==> src/rtl/ifc_initiator.sv <==
// Host-side initiator for the en/rdy responder: in-order command FIFO feeding a
// one-command-at-a-time issue FSM, with read data returned on a valid/ready port.
// Optional rdy timeout abort is compiled in with `define IFC_INIT_TIMEOUT_EN.
module ifc_initiator #(
  parameter int ADDR_W      = 3,
  parameter int DATA_W      = 1,
  parameter int FIFO_DEPTH  = 4,
  parameter int TIMEOUT_CYC = 16
) (
  input  logic              CLK,
  input  logic              RST,
  input  logic              cmd_valid,
  output logic              cmd_ready,
  input  logic              cmd_wr,
  input  logic [ADDR_W-1:0] cmd_addr,
  input  logic [DATA_W-1:0] cmd_data,
  output logic              rsp_valid,
  input  logic              rsp_ready,
  output logic [ADDR_W-1:0] rsp_addr,
  output logic [DATA_W-1:0] rsp_data,
  output logic [ADDR_W-1:0] write_address,
  output logic [DATA_W-1:0] write_data,
  output logic              write_en,
  input  logic              write_rdy,
  output logic [ADDR_W-1:0] read_address,
  output logic              read_en,
  input  logic [DATA_W-1:0] read_data,
  input  logic              read_rdy,
  output logic              idle,
  output logic              err
);
  localparam int PTR_W = $clog2(FIFO_DEPTH);
  localparam int CNT_W = PTR_W + 1;

  typedef struct packed {
    logic              wr;
    logic [ADDR_W-1:0] addr;
    logic [DATA_W-1:0] data;
  } cmd_t;

  typedef enum logic [1:0] {S_IDLE, S_ISSUE, S_RESP} state_t;

  state_t            state_q, state_d;
  cmd_t              fifo_mem [FIFO_DEPTH];
  logic [PTR_W-1:0]  wr_ptr, rd_ptr;
  logic [CNT_W-1:0]  count;
  cmd_t              cur;
  logic              fifo_full, fifo_empty;
  logic              push, pop, rdy_sel, fire, tmo;

  assign fifo_full  = (count == CNT_W'(FIFO_DEPTH));
  assign fifo_empty = (count == '0);
  assign cmd_ready  = !fifo_full && !RST;
  assign push       = cmd_valid && cmd_ready;

  // The selected rdy decides firing; RST kills both enables combinationally.
  assign rdy_sel  = cur.wr ? write_rdy : read_rdy;
  assign fire     = (state_q == S_ISSUE) && rdy_sel && !RST;
  assign write_en = fire && cur.wr;
  assign read_en  = fire && !cur.wr;

  assign write_address = cur.addr;
  assign read_address  = cur.addr;
  assign write_data    = cur.data;

  assign idle = fifo_empty && (state_q == S_IDLE) && !rsp_valid;

  always_comb begin
    state_d = state_q;
    pop     = 1'b0;
    case (state_q)
      S_IDLE: begin
        if (!fifo_empty) begin
          pop     = 1'b1;
          state_d = S_ISSUE;
        end
      end
      S_ISSUE: begin
        if (fire)     state_d = cur.wr ? S_IDLE : S_RESP;
        else if (tmo) state_d = S_IDLE;
      end
      S_RESP: begin
        if (rsp_ready) state_d = S_IDLE;
      end
      default: state_d = S_IDLE;
    endcase
  end

  always_ff @(posedge CLK) begin
    if (push) fifo_mem[wr_ptr] <= '{cmd_wr, cmd_addr, cmd_data};
  end

  always_ff @(posedge CLK) begin
    if (RST) begin
      state_q   <= S_IDLE;
      wr_ptr    <= '0;
      rd_ptr    <= '0;
      count     <= '0;
      cur       <= '0;
      rsp_valid <= 1'b0;
      rsp_addr  <= '0;
      rsp_data  <= '0;
    end else begin
      state_q <= state_d;
      if (push) wr_ptr <= wr_ptr + 1'b1;
      if (pop)  rd_ptr <= rd_ptr + 1'b1;
      count <= count + CNT_W'(push) - CNT_W'(pop);
      if (pop) begin
        cur.wr   <= fifo_mem[rd_ptr].wr;
        cur.addr <= fifo_mem[rd_ptr].addr;
        // Reads carry no payload; keep the last write data on the bus.
        if (fifo_mem[rd_ptr].wr) cur.data <= fifo_mem[rd_ptr].data;
      end
      if (read_en) begin
        rsp_valid <= 1'b1;
        rsp_addr  <= cur.addr;
        rsp_data  <= read_data;
      end else if (state_q == S_RESP && rsp_ready) begin
        rsp_valid <= 1'b0;
      end
    end
  end

`ifdef IFC_INIT_TIMEOUT_EN
  localparam int TW = $clog2(TIMEOUT_CYC + 1);
  logic [TW-1:0] tmo_cnt;
  logic          err_q;

  // Abort on the cycle that would make the stall count reach TIMEOUT_CYC.
  assign tmo = (state_q == S_ISSUE) && !rdy_sel && (tmo_cnt == TW'(TIMEOUT_CYC - 1));
  assign err = err_q;

  always_ff @(posedge CLK) begin
    if (RST) begin
      tmo_cnt <= '0;
      err_q   <= 1'b0;
    end else begin
      err_q <= tmo;
      if (pop)                                tmo_cnt <= '0;
      else if (state_q == S_ISSUE && !rdy_sel) tmo_cnt <= tmo_cnt + 1'b1;
    end
  end
`else
  logic unused_tmo_cfg;
  assign unused_tmo_cfg = ^TIMEOUT_CYC;
  assign tmo = 1'b0;
  assign err = 1'b0;
`endif

endmodule

==> config.mk <==
export PLATFORM = sky130hd
export DESIGN_NAME = ifc_initiator
export DESIGN_NICKNAME = d
export VERILOG_FILES = /design/src/rtl/ifc_initiator.sv
export SDC_FILE = /design/constraint.sdc
export NUM_CORES = 1
export LEC_CHECK = 0
export ABC_CLOCK_PERIOD_IN_PS = 2130
export CELL_PAD_IN_SITES_DETAIL_PLACEMENT = 1
export CELL_PAD_IN_SITES_GLOBAL_PLACEMENT = 1
export CORE_UTILIZATION = 33
export CTS_CLUSTER_DIAMETER = 60
export CTS_CLUSTER_SIZE = 8
export DETAILED_ROUTE_END_ITERATION = 16
export GPL_TIMING_DRIVEN = 0
export PLACE_DENSITY_LB_ADDON = 0.1
export SLEW_MARGIN = 20
export SYNTH_ARGS = -nofsm -noshare
export SYNTH_HDL_FRONTEND = slang
export SYNTH_SLANG_ARGS = --single-unit
==> constraint.sdc <==
create_clock -name CLK -period 2.13 [get_ports CLK]
set_input_delay 0.5325 -clock CLK [delete_from_list [all_inputs] [get_ports CLK]]
set_output_delay 0.5325 -clock CLK [all_outputs]
set_load 0.03 [all_outputs]
==> results.yml <==
critical_path:
  worstReg2RegStart: "count[2]$_SDFF_PP0_"
  timing.critical_path.cells: "or3_4, nand2_4, inv_2, ha_4, inv_2, ha_4, fa_2, xnor2_2, xnor2_1, nor2_1"
  largest_stage_delay_on_the_critical_path_ns: 0.40
  worstSetupStartpointType: "flop"
  worstPathRequired_ns: 2.31
  ff2ff_path_depth: 10
  slowest_cell_on_the_critical_path: "or3_4"
  critical_path_peak_fanout: 4
  critical-path-top-delay-family: "adder cells"
  regToRegSetupSlack_ns: 0.002
  worst_setup_path_endpoint: "count[2]$_SDFF_PP0_"
  path_depth: 10
  critical_path_arrival_ns: 2.31
  cp.buffers_inverters: 2
  reg2reg_to: "count[2]$_SDFF_PP0_"
  endpoint_kind: "flop"
  worstSetupPathType: "flop to flop"
  timing_startpoint_of_the_critical_path: "count[2]$_SDFF_PP0_"
synthesis:
  synth_ff_type: "dfxtp_1"
  postSynthCellCount: 144
  synth_cell_types: 33
  synth_area_per_cell_um2: 12.5
  ys_seq_elements: 41
  syn_area_um2: 1800
  synth_async_reset_ratio_pct: 0
  syn_nets: 163
  synth.yosys.warnings: 0
  ys_seq_area_share_pct: 56.8
  synth_edf_count: 20
global_routing:
  grt-ovfl-total: 0
  first_global_vias: 1270
  grt_max_degree: 14
  globalRouteTotalUtil_pct: 14.6
  antenna_found_initial: 0
  grt_pass1_wl_um: 5890
detailed_routing:
  drc_violations_left: 0
  routed-via-count: 1242
  drtIter0Drc: 29
  detailedRoute.firstPassIterationCount: 4
  antenna_left: 0
  drt-vias-per-instance: 4.57
  routed_wl_um: 3940
  post_dr_wirelength_cell_um: 14.5
die:
  boundaryPins: 29
  std_cell_rows: 26
  die_width_um: 75.8
  die_height_um: 75.8
  die_area_um2: 5740
  initial_core_util_pct: 34.7
  core_area_um2: 5170
sta:
  skew_final_ns: 0.00575
  report.final.hold_viol_count: 0
  worst_case_headroom_to_the_max_slew_limit_pct: 53.6
  finalCriticalPeriod_ns: 2.13
  unrepaired_setup_endpoints_after_global_routing: "true"
  layout_worst_path_cycle_share_pct: 99.9
  worst_hold_slack_ns: 0.500
  drv_slew: 0
  timing.final.setup_violations: 0
  clock.fmax_mhz: 470
  worst_pin_slew_ns: 0.690
clock_network:
  insertion_delay_ns: 0.29
  clockBufferDepth: 2
  cts_num_sinks: 41
  tritoncts.num_buffers: 5
  clk_pin_slew_ns: 0.08
  cts_tree: "yes"
  ctsHtreeMaxLevel: 2
  cts.root.buffer_cell: "clkbuf_8"
outcome:
  run_status: "complete, no violations"
final_layout:
  antennaDiodeCount: 0
  layout-drive-gt1-share_pct: 37.1
  area_delta_synth_final_pct: 38.5
  layout.cells.most_common_list: "33 x buf_4, 20 x edfxtp_1, 20 x clkdlybuf4s50_1, 18 x dfxtp_1, 9 x a21oi_1"
  layout.core_utilization_pct: 48.1
  layout.cells.most_common: "buf_4"
  num-nets-final: 220
  fillCellCount: 554
placement:
  portBuffers: 27
  post-dp-hpwl_um: 2690
  gp_congestion: 0.616
min_path:
  worst_hold_path_type: "flop to flop"
power:
  p_leak_nw: 0.985
  vdd.ir_drop.worst_v: 0.000440
  power_density_nw_per_um2: 1260
  power.total_mw: 3.13
job:
  number_of_maximum_capacitance_constraint_violations: 0
==> worst register-to-register path, cell delays in order (launching register included) <==
cell	delay (ns)
dfxtp_4	0.36
or3_4	0.40
nand2_4	0.07
inv_2	0.04
ha_4	0.25
inv_2	0.03
ha_4	0.15
fa_2	0.37
xnor2_2	0.17
xnor2_1	0.13
nor2_1	0.05
==> worst min path at each step <==
stage                                  from                      end  slack [ns]  depth (start not counted)
CTS                 write_data$_SDFFE_PP0P_  write_data$_SDFFE_PP0P_        0.50                          2
detailed placement  write_data$_SDFFE_PP0P_  write_data$_SDFFE_PP0P_        0.49                          2
floorplan            rd_ptr[1]$_SDFFE_PP0P_                     flop        0.45                          2
finish              write_data$_SDFFE_PP0P_  write_data$_SDFFE_PP0P_        0.50                          2
global route        write_data$_SDFFE_PP0P_  write_data$_SDFFE_PP0P_        0.53                          2
global placement     rd_ptr[1]$_SDFFE_PP0P_   rd_ptr[1]$_SDFFE_PP0P_        0.47                          2
==> per-layer routing <==
layer / GRT usage [%] / part of all wire (%) / vias up
li1: - / - / 605
met1: 13.9 / 40 / 597
met2: 29.3 / 54 / 33
met3: 4.10 / 4.1 / 7
met4: 5.14 / 1.4 / 0
met5: 0 / 0 / -
==> sequential cells by signal (all words and copies together) (netlist names), named ones only <==
register,count
rd_ptr,2
rsp_valid,1
count,3
fifo_mem,20
state_q,2
rsp_data,1
rsp_addr,3
cur,1
wr_ptr,2
write_data,1
read_address,3
==> where the power goes <==
part | leakage [nW] | switching, mW | total [mW] | internal (mW)
logic | 0.591 | 0.704 | 1.54 | 0.834
registers | 0.355 | 0.114 | 1.09 | 0.974
clock network | 0.0388 | 0.271 | 0.499 | 0.227
==> Yosys cell counts (2+ instances only) <==
| master | instances | share of area, % |
|---|---|---|
| nand3_1 | 5 | 1.4 |
| inv_1 | 11 | 2.3 |
| or3_1 | 2 | 0.70 |
| nor2b_1 | 7 | 2.4 |
| o31ai_1 | 2 | 0.84 |
| a21oi_1 | 9 | 2.5 |
| clkbuf_1 | 2 | 0.42 |
| buf_2 | 3 | 0.84 |
| mux4_2 | 5 | 6.3 |
| nand2b_1 | 3 | 1.0 |
| ha_1 | 6 | 4.2 |
| xnor2_1 | 2 | 0.98 |
| o21ai_0 | 6 | 1.7 |
| buf_4 | 7 | 2.9 |
| nand2_1 | 3 | 0.63 |
| or4_1 | 2 | 0.84 |
| and2_1 | 4 | 1.4 |
| mux2_4 | 4 | 3.3 |
| nor3_1 | 4 | 1.1 |
| nor2_1 | 5 | 1.0 |
| dfxtp_1 | 21 | 23 |
| edfxtp_1 | 20 | 33 |
==> cell families (layout without fill, tap and decap cells) <==
family	count (synthesis)	after routing	synth area share, %
DFF	41	41	56.8
and+or+nand+nor	40	40	13.3
buffers and inverters	24	82	7.10
AOI/OAI and AO/OA	18	18	5.50
muxes	11	11	10.8
adders and majority gates	7	7	5.29
xor gates and xnor gates	2	2	0.975
other	1	1	0.209
==> through the flow <==
stage | area, um^2 | setup WS [ns] | cells | setup TNS (ns)
2_1_floorplan | 1820 | -0.0672 | 144 | -0.0672
3_3_place_gp | 2180 | -1.06 | 241 | -7.53
3_5_place_dp | 2180 | -1.10 | 241 | -8.63
4_1_cts | 2430 | -0.0431 | 268 | -0.0431
5_1_grt | 2490 | -0.107 | 272 | -0.716
6_report | 2490 | 0.00159 | 272 | 0
==> area by class of cell <==
cell class,instances,area [um^2],share of cell area [%]
repair buffers,51,432,17.3
clock inverters,2,11.3,0.452
well taps,70,87.6,3.52
clock buffers,6,72.6,2.92
plain buffers,12,95.1,3.82
flip-flops and latches,41,1030,41.5
inverters,11,41.3,1.66
multi-input cells,79,717,28.8
==> timing repair <==
action,4_1_cts,5_1_grt
pin swaps,6,6
buffers inserted,20,4
cloned,0,0
resized for setup,36,14
hold buffers,0,0
hold endpoints to repair,0,0
setup endpoints to repair,7,25
(Power assumes the default switching activity.)
